File: src/rtl/dual_issue_ctrl_stage.sv
// Dual-slot control decoder (slot 1 ALU, slot 2 mem/branch/jump) with a one-entry registered output.
// Latency: 1 cycle from accept to out_valid; controls hold while out_valid && !out_ready.
// Backpressure: in_ready = !exc_valid && (!out_valid || out_ready); an illegal bundle blocks issue until exc_ack.
//
// Optional build macro: CTRL_PERF_CNT_EN adds saturating bundle_cnt / nop_slot_cnt outputs.
// Ports: clk, rst_n (async active-low); in_valid/in_ready + opcode1/opcode2 input bundle;
//        flush drops the registered word; out_valid/out_ready + slot-1/slot-2 control outputs;
//        exc_valid/exc_cause/exc_opcode1/exc_opcode2 + exc_ack illegal-opcode exception.
module dual_issue_ctrl_stage #(
    parameter int OP1_W = 7,
    parameter int OP2_W = 5,
    parameter int CNT_W = 16
) (
    input  logic             clk,
    input  logic             rst_n,
    input  logic             in_valid,
    output logic             in_ready,
    input  logic [OP1_W-1:0] opcode1,
    input  logic [OP2_W-1:0] opcode2,
    input  logic             flush,
    output logic             out_valid,
    input  logic             out_ready,
    output logic             regWrite1,
    output logic             flagWrite1,
    output logic             g1DstReg,
    output logic [1:0]       aluSrc1,
    output logic [1:0]       aluSrc2,
    output logic [1:0]       aluOp,
    output logic             regWrite2,
    output logic             flagWrite2,
    output logic             memRd,
    output logic             memWr,
    output logic             branch,
    output logic             jump,
    output logic             exc_valid,
    output logic [1:0]       exc_cause,
    output logic [OP1_W-1:0] exc_opcode1,
    output logic [OP2_W-1:0] exc_opcode2,
`ifdef CTRL_PERF_CNT_EN
    output logic [CNT_W-1:0] bundle_cnt,
    output logic [CNT_W-1:0] nop_slot_cnt,
`endif
    input  logic             exc_ack
);

    typedef struct packed {
        logic       rw1;
        logic       fw1;
        logic       g1;
        logic [1:0] src1;
        logic [1:0] src2;
        logic [1:0] op;
        logic       rw2;
        logic       fw2;
        logic       mem_rd;
        logic       mem_wr;
        logic       br;
        logic       jmp;
    } ctrl_t;

    ctrl_t      dec;
    ctrl_t      ctrl_q;
    logic       legal1;
    logic       legal2;
    logic       nop1;
    logic       nop2;
    logic [4:0] op5;
    logic       accept;
    logic       illegal;

    // Only the top five and low two bits of opcode1 and the low five of opcode2 carry meaning.
    logic unused_opcode_bits;
    assign unused_opcode_bits = ^{opcode1, opcode2};

    assign op5 = opcode1[OP1_W-1 -: 5];

    always_comb begin
        dec    = '0;
        legal1 = 1'b1;
        legal2 = 1'b1;
        nop1   = 1'b0;
        nop2   = 1'b0;

        case (op5)
            5'b00100: begin // add
                dec.rw1  = 1'b1;
                dec.fw1  = 1'b1;
                dec.src2 = 2'b10;
                dec.op   = 2'b01;
            end
            5'b00011: begin // sub
                dec.rw1  = 1'b1;
                dec.fw1  = 1'b1;
                dec.g1   = 1'b1;
                dec.src1 = 2'b01;
                dec.op   = 2'b10;
            end
            5'b01000: begin // cmp/shift: only the 01 sub-op writes back
                dec.rw1  = (opcode1[1:0] == 2'b01);
                dec.fw1  = 1'b1;
                dec.g1   = 1'b1;
                dec.src1 = 2'b10;
                dec.src2 = 2'b01;
                dec.op   = 2'b11;
            end
            5'b00000: nop1 = 1'b1;
            default:  legal1 = 1'b0;
        endcase

        case (opcode2[4:0])
            5'b10001: begin // load
                dec.rw2    = 1'b1;
                dec.fw2    = 1'b1;
                dec.mem_rd = 1'b1;
            end
            5'b10000: dec.mem_wr = 1'b1;
            5'b11100: dec.jmp    = 1'b1;
            5'b11010: dec.br     = 1'b1;
            5'b00000: nop2       = 1'b1;
            default:  legal2     = 1'b0;
        endcase
    end

    assign illegal  = !legal1 || !legal2;
    assign in_ready = !exc_valid && (!out_valid || out_ready);
    assign accept   = in_valid && in_ready;

    // Priority: flush > accept (legal issue / illegal squash) > plain consume.
    always_ff @(posedge clk or negedge rst_n) begin
        if (!rst_n) begin
            out_valid   <= 1'b0;
            ctrl_q      <= '0;
            exc_valid   <= 1'b0;
            exc_cause   <= 2'b00;
            exc_opcode1 <= '0;
            exc_opcode2 <= '0;
        end else begin
            if (flush) begin
                out_valid <= 1'b0;
                ctrl_q    <= '0;
            end else if (accept && !illegal) begin
                out_valid <= 1'b1;
                ctrl_q    <= dec;
            end else if (accept) begin
                // Whole bundle squashed: the legal slot must not issue on its own.
                out_valid   <= 1'b0;
                ctrl_q      <= '0;
                exc_valid   <= 1'b1;
                exc_cause   <= {!legal2, !legal1};
                exc_opcode1 <= opcode1;
                exc_opcode2 <= opcode2;
            end else if (out_valid && out_ready) begin
                out_valid <= 1'b0;
                ctrl_q    <= '0;
            end

            // No accept can occur while exc_valid is set, so this never races the latch above.
            if (exc_valid && exc_ack) begin
                exc_valid <= 1'b0;
                exc_cause <= 2'b00;
            end
        end
    end

    assign regWrite1  = ctrl_q.rw1;
    assign flagWrite1 = ctrl_q.fw1;
    assign g1DstReg   = ctrl_q.g1;
    assign aluSrc1    = ctrl_q.src1;
    assign aluSrc2    = ctrl_q.src2;
    assign aluOp      = ctrl_q.op;
    assign regWrite2  = ctrl_q.rw2;
    assign flagWrite2 = ctrl_q.fw2;
    assign memRd      = ctrl_q.mem_rd;
    assign memWr      = ctrl_q.mem_wr;
    assign branch     = ctrl_q.br;
    assign jump       = ctrl_q.jmp;

`ifdef CTRL_PERF_CNT_EN
    logic [1:0]     nop_n;
    logic [CNT_W:0] nop_sum;
    logic           count_en;

    assign count_en = accept && !illegal && !flush;
    assign nop_n    = {1'b0, nop1} + {1'b0, nop2};
    // One extra bit catches overflow so the counter can clamp instead of wrapping.
    assign nop_sum  = {1'b0, nop_slot_cnt} + {{(CNT_W-1){1'b0}}, nop_n};

    always_ff @(posedge clk or negedge rst_n) begin
        if (!rst_n) begin
            bundle_cnt   <= '0;
            nop_slot_cnt <= '0;
        end else if (count_en) begin
            if (bundle_cnt != {CNT_W{1'b1}}) begin
                bundle_cnt <= bundle_cnt + 1'b1;
            end
            nop_slot_cnt <= nop_sum[CNT_W] ? {CNT_W{1'b1}} : nop_sum[CNT_W-1:0];
        end
    end
`else
    localparam int unused_cnt_w = CNT_W;
`endif

endmodule

File: config.mk
export PLATFORM = sky130hd
export DESIGN_NAME = dual_issue_ctrl_stage
export DESIGN_NICKNAME = d
export VERILOG_FILES = /design/src/rtl/dual_issue_ctrl_stage.sv
export SDC_FILE = /design/constraint.sdc
export NUM_CORES = 1
export LEC_CHECK = 0
export ABC_AREA = 1
export CAP_MARGIN = 10
export CORE_UTILIZATION = 49
export DETAILED_ROUTE_END_ITERATION = 7
export PLACE_DENSITY = 0.85
export SYNTH_ARGS = -nofsm -noshare
export SYNTH_HDL_FRONTEND = slang
export SYNTH_SLANG_ARGS = --single-unit
File: constraint.sdc
create_clock -name clk -period 1.9 [get_ports clk]
set_input_delay 0.285 -clock clk [delete_from_list [all_inputs] [get_ports clk]]
set_output_delay 0.285 -clock clk [all_outputs]
set_load 0.01 [all_outputs]
Word level (Yosys, flattened, before mapping)
Index checks and enable logic that the tools add are counted.
{"block": "word_totals", "regBits": 31, "in_bits": 18}
{"block": "classes", "n_eq_ne": 10, "mux": 26, "n_bitwise": 2, "reduce_logical": 21}
{"cell": "$mux W15", "count": 4}
{"cell": "$eq A5 B5 Y1 const B", "count": 4}
{"cell": "$mux W1", "count": 13}
{"cell": "$logic_not A5 Y1", "count": 2}
{"cell": "$mux W2", "count": 4}
{"cell": "$pmux W2 S2", "count": 2}
{"cell": "$pmux W2 S3", "count": 1}
{"cell": "$pmux W3 S2", "count": 1}
{"cell": "$reduce_and A3 Y1", "count": 2}
{"cell": "$eq A5 B2 Y1 const B", "count": 1}
{"cell": "$eq A5 B3 Y1 const B", "count": 1}
{"cell": "$eq A5 B4 Y1 const B", "count": 1}
{"cell": "$logic_and A1 B1 Y1", "count": 5}
{"cell": "$logic_not A1 Y1", "count": 5}
{"cell": "$reduce_or A5 Y1", "count": 1}
{"cell": "$ne A2 B1 Y1 const B", "count": 2}
{"cell": "$reduce_bool A4 Y1", "count": 1}
{"cell": "$reduce_or A4 Y1", "count": 1}
{"cell": "$mux W3", "count": 1}
{"cell": "$eq A2 B1 Y1 const B", "count": 1}
{"cell": "$logic_or A1 B1 Y1", "count": 2}
{"cell": "$not A1 Y1", "count": 2}
{"cell": "$reduce_bool A2 Y1", "count": 1}
{"cell": "$reduce_or A2 Y1", "count": 1}

Logic depth before layout (Yosys ltp)
{"block": "logic_depth", "ltp_word": 10, "depth_mapped": 9}

Least setup slack after synthesis
OpenSTA, ideal clock, no wires.
{"block": "synth_path", "path_type": "register to register", "startpoint": "reg exc_valid", "endpoint": "reg exc_opcode1[6]", "setup_ns": 0.118, "arrival_time_ns": 1.164, "required_time_ns": 1.782, "setup_slack_ns": 0.618, "path_stages_with_launch": 8, "path_buffers": 1, "period_less_slack_ns": 1.282, "cell_sequence": "dfrtp_1 -> inv_1 -> nand3_4 -> nor2_8 -> nand2_8 -> buf_12 -> nand2_2 -> o21ai_2"}
{"block": "synth_via", "elab_chain_len": 6}
{"item": "start, declared", "line_no": "35", "rtl": "output logic exc_valid,"}
{"item": "start signal, assigned", "line_no": "133", "rtl": "exc_valid <= 1'b0;"}
{"item": "start signal, assigned", "line_no": "148", "rtl": "exc_valid <= 1'b1;"}
{"item": "start signal, assigned", "line_no": "159", "rtl": "exc_valid <= 1'b0;"}
{"item": "$logic_not A1 Y1 (*)", "line_no": "125", "rtl": "assign in_ready = !exc_valid && (!out_valid || out_ready);"}
{"item": "$logic_and A1 B1 Y1 (*)", "line_no": "125"}
{"item": "$logic_and A1 B1 Y1 (*)", "line_no": "126", "rtl": "assign accept = in_valid && in_ready;"}
{"item": "$logic_and A1 B1 Y1", "line_no": "141", "rtl": "end else if (accept && !illegal) begin"}
{"item": "$not A1 Y1 (no line)"}
{"item": "$reduce_and A3 Y1 (no line) (*)"}
{"item": "end signal, assigned", "line_no": "150", "rtl": "exc_opcode1 <= opcode1;"}
{"item": "end, declared", "line_no": "37", "rtl": "output logic [OP1_W-1:0] exc_opcode1,"}
Mark *: on every way between the ends. The rest lies on a longest branch, timed or not.
A chain may end at the register's enable or synchronous reset.

Worst setup path after layout
{"block": "layout_path", "startpoint": "in out_ready", "endpoint": "out in_ready"}
{"block": "layout_via", "elab_chain_len": 2}
{"item": "start, declared", "line_no": "22", "rtl": "input logic out_ready,"}
{"item": "$logic_or A1 B1 Y1", "line_no": "125"}
{"item": "$logic_and A1 B1 Y1", "line_no": "125"}
{"item": "end, declared", "line_no": "17", "rtl": "output logic in_ready,"}
No other way between the ends.

==> metrics.txt <==
status finished with violations; failing checks design-rule violations; worst hold slack 0.314 ns; H-tree Lvls 1; CTS tree yes; largest net degree at the start of global routing 29; CORE AREA 0.00281 mm2; footprint of the multi-input gates 638 um2; post-DR vias/cell 5.08; wire length of the first global-routing pass 5.40 mm; asr flop ratio synth 1.00; Ant. Diodes 0; leak pwr 1.02 nW; Design Area, Final 0.00199 mm2; Clock Skew 0.00565 ns; DP Area 0.00195 mm2; Synth-to-Final Area Change 34.1%; final cycle utilization of the critical path 0.959; FF+latch area 701 um2; vias in the first global route 1247; CTS Root Cell clkbuf_4; Slew Viols, Final 0; WS Path Type primary input to output port; synthesized instance count 160; mapped cell area 0.00148 mm2; drt pass-1 iters 6; number of synthesized flops with an enable pin 0; final net count 227; clock slew at reported path FFs 0.14 ns; die height 57.0 um; die footprint 0.00325 mm2; row cnt 19; hpwl dp 2.33 mm; CP max FO 2; Max-slew headroom 0.761; endpoints failing setup 0; Power Density 987 mW/mm2; 1st-iter DRT viols 55; number of gates resized after cts 0; drt total wl 3.06 mm; startpoint types primary input; initial antenna violation count 0; I/O pin total 50; #FFs+latches synth 28; RSZ-0062 raised after global routing no; syn avg cell area 9.26 um2; IO Port Bufs 49; final core occ 0.708; sequential share of the synthesized area 0.473; CTS sink cnt 28; remaining global-route overflow 0; layout cells sized above 1 0.173; TritonCTS buffer count 3; syn nets 178; synth warn 0; Skew-Pair Late Insertion Delay 0.32 ns; total number of vias 1215; fillcell total 223; Fin Setup TNS 0 ns; starting density of the core 0.528; Hold/Removal Path Class primary input to async pin; Synth cell types 24; CP Capture Type output port; worst vdd ir 0.000569 V; DRC Markers 8; clock tree buffer depth 2; Total Routing Usage GR 0.213; Main synth FF type dfrtp_1; total chip power 1.96 mW; Worst Max-Slew Pin Slew 0.358 ns; setup bufs post-CTS 0; RD Place Congestion 0.817; final hold vios 0; crit path DAT 1.54 ns; Die X 57.0 um; # Max-Cap Violations 0; post-route ant nets 0; fmax 0.549 GHz; crit path time final 1.82 ns; Req. time, crit path 1.62 ns; DR WL/cell 12.8 um; CTS Hold Bufs 0
## layout by cell type (no fill, tap or decap), drive strengths merged
cell type and instances:
a21boi 1, nand4 2, nand2 54, o21ai 9
buf 1, clkbuf 4, inv 19, dfrtp 28
nor3 1, clkdlybuf4s50 49, a21oi 2, clkinv 1
nand3b 2, nor2 9, nand3 25, nor4 1
## metrics by stage
| step | instances | worst slack (ns) |
|---|---|---|
| 6_report | 239 | 0.0770 |
| 3_3_place_gp | 235 | 0.142 |
| 3_5_place_dp | 235 | 0.0547 |
| 2_1_floorplan | 160 | 0.618 |
| 4_1_cts | 239 | 0.0740 |
| 5_1_grt | 239 | 0.0107 |
## worst paths after layout
path                                            start                         end  slack (ns)  cells after the start
min in group clk           exc_opcode1[3]$_DFFE_PN0P_  exc_opcode1[3]$_DFFE_PN0P_        0.50                      2
max in group asynchronous                       rst_n  exc_opcode1[3]$_DFFE_PN0P_        1.32                      2
setup / recovery                            out_ready                    in_ready        0.08                      4
hold reg to reg            exc_opcode1[3]$_DFFE_PN0P_  exc_opcode1[3]$_DFFE_PN0P_        0.50                      2
setup reg to reg                exc_valid$_DFFE_PN0P_       exc_valid$_DFFE_PN0P_        0.54                      5
hold / removal                                  rst_n  exc_opcode2[2]$_DFFE_PN0P_        0.31                      2
## metal layers
metal | vias to the layer above | part of all wire | track usage
met5 | - | 0 | 0
met4 | 0 | 0.0095 | 0.0697
met3 | 4 | 0.044 | 0.0363
met2 | 36 | 0.51 | 0.361
met1 | 568 | 0.44 | 0.279
li1 | 607 | - | -
## flip-flops by register name, indices dropped and copies added, names as in the netlist
signal,flops
aluOp,2
aluSrc1,1
aluSrc2,2
branch,1
exc_cause,2
exc_opcode1,7
exc_opcode2,5
exc_valid,1
flagWrite1,1
g1DstReg,1
jump,1
memWr,1
out_valid,1
regWrite1,1
regWrite2,1
## power by group
group	switching, mW	internal, mW	leakage, nW
sequential	0.102	0.751	0.368
clock	0.169	0.117	0.0210
combinational	0.379	0.443	0.634
## cell usage after synthesis, types with 2 or more instances
cell type	count	share of area
inv_1	17	0.043
o21ai_2	8	0.047
nand3_2	3	0.020
nand2_2	8	0.034
nand3_4	3	0.035
buf_4	3	0.015
a21oi_1	2	0.0068
nand3_1	19	0.064
nand3b_1	2	0.010
nand2_1	44	0.11
nand2_8	2	0.027
nor2_2	3	0.013
dfrtp_1	28	0.47
buf_12	2	0.027
nor2_1	4	0.010
inv_2	2	0.0051
nor2_8	2	0.027
nand4_1	2	0.0084
## critical path, stage by stage
cell,delay [ns]
clkdlybuf4s50_1,0.50
inv_1,0.07
a21oi_1,0.12
clkdlybuf4s50_1,0.56
## area by class of cell
class / instances / area share
clock buffers: 4 / 0.0183
inverters: 20 / 0.0378
multi-input cells: 106 / 0.321
flip-flops and latches: 28 / 0.353
well taps: 31 / 0.0195
repair buffers: 50 / 0.251
## cells by family (layout without fill, tap and decap cells)
logic type,Yosys count,after routing,synth area share
simple gates,94,94,0.368
flops,28,28,0.473
buf+inv,26,74,0.0963
compound gates,12,12,0.0625
(Power assumes the default switching activity.)
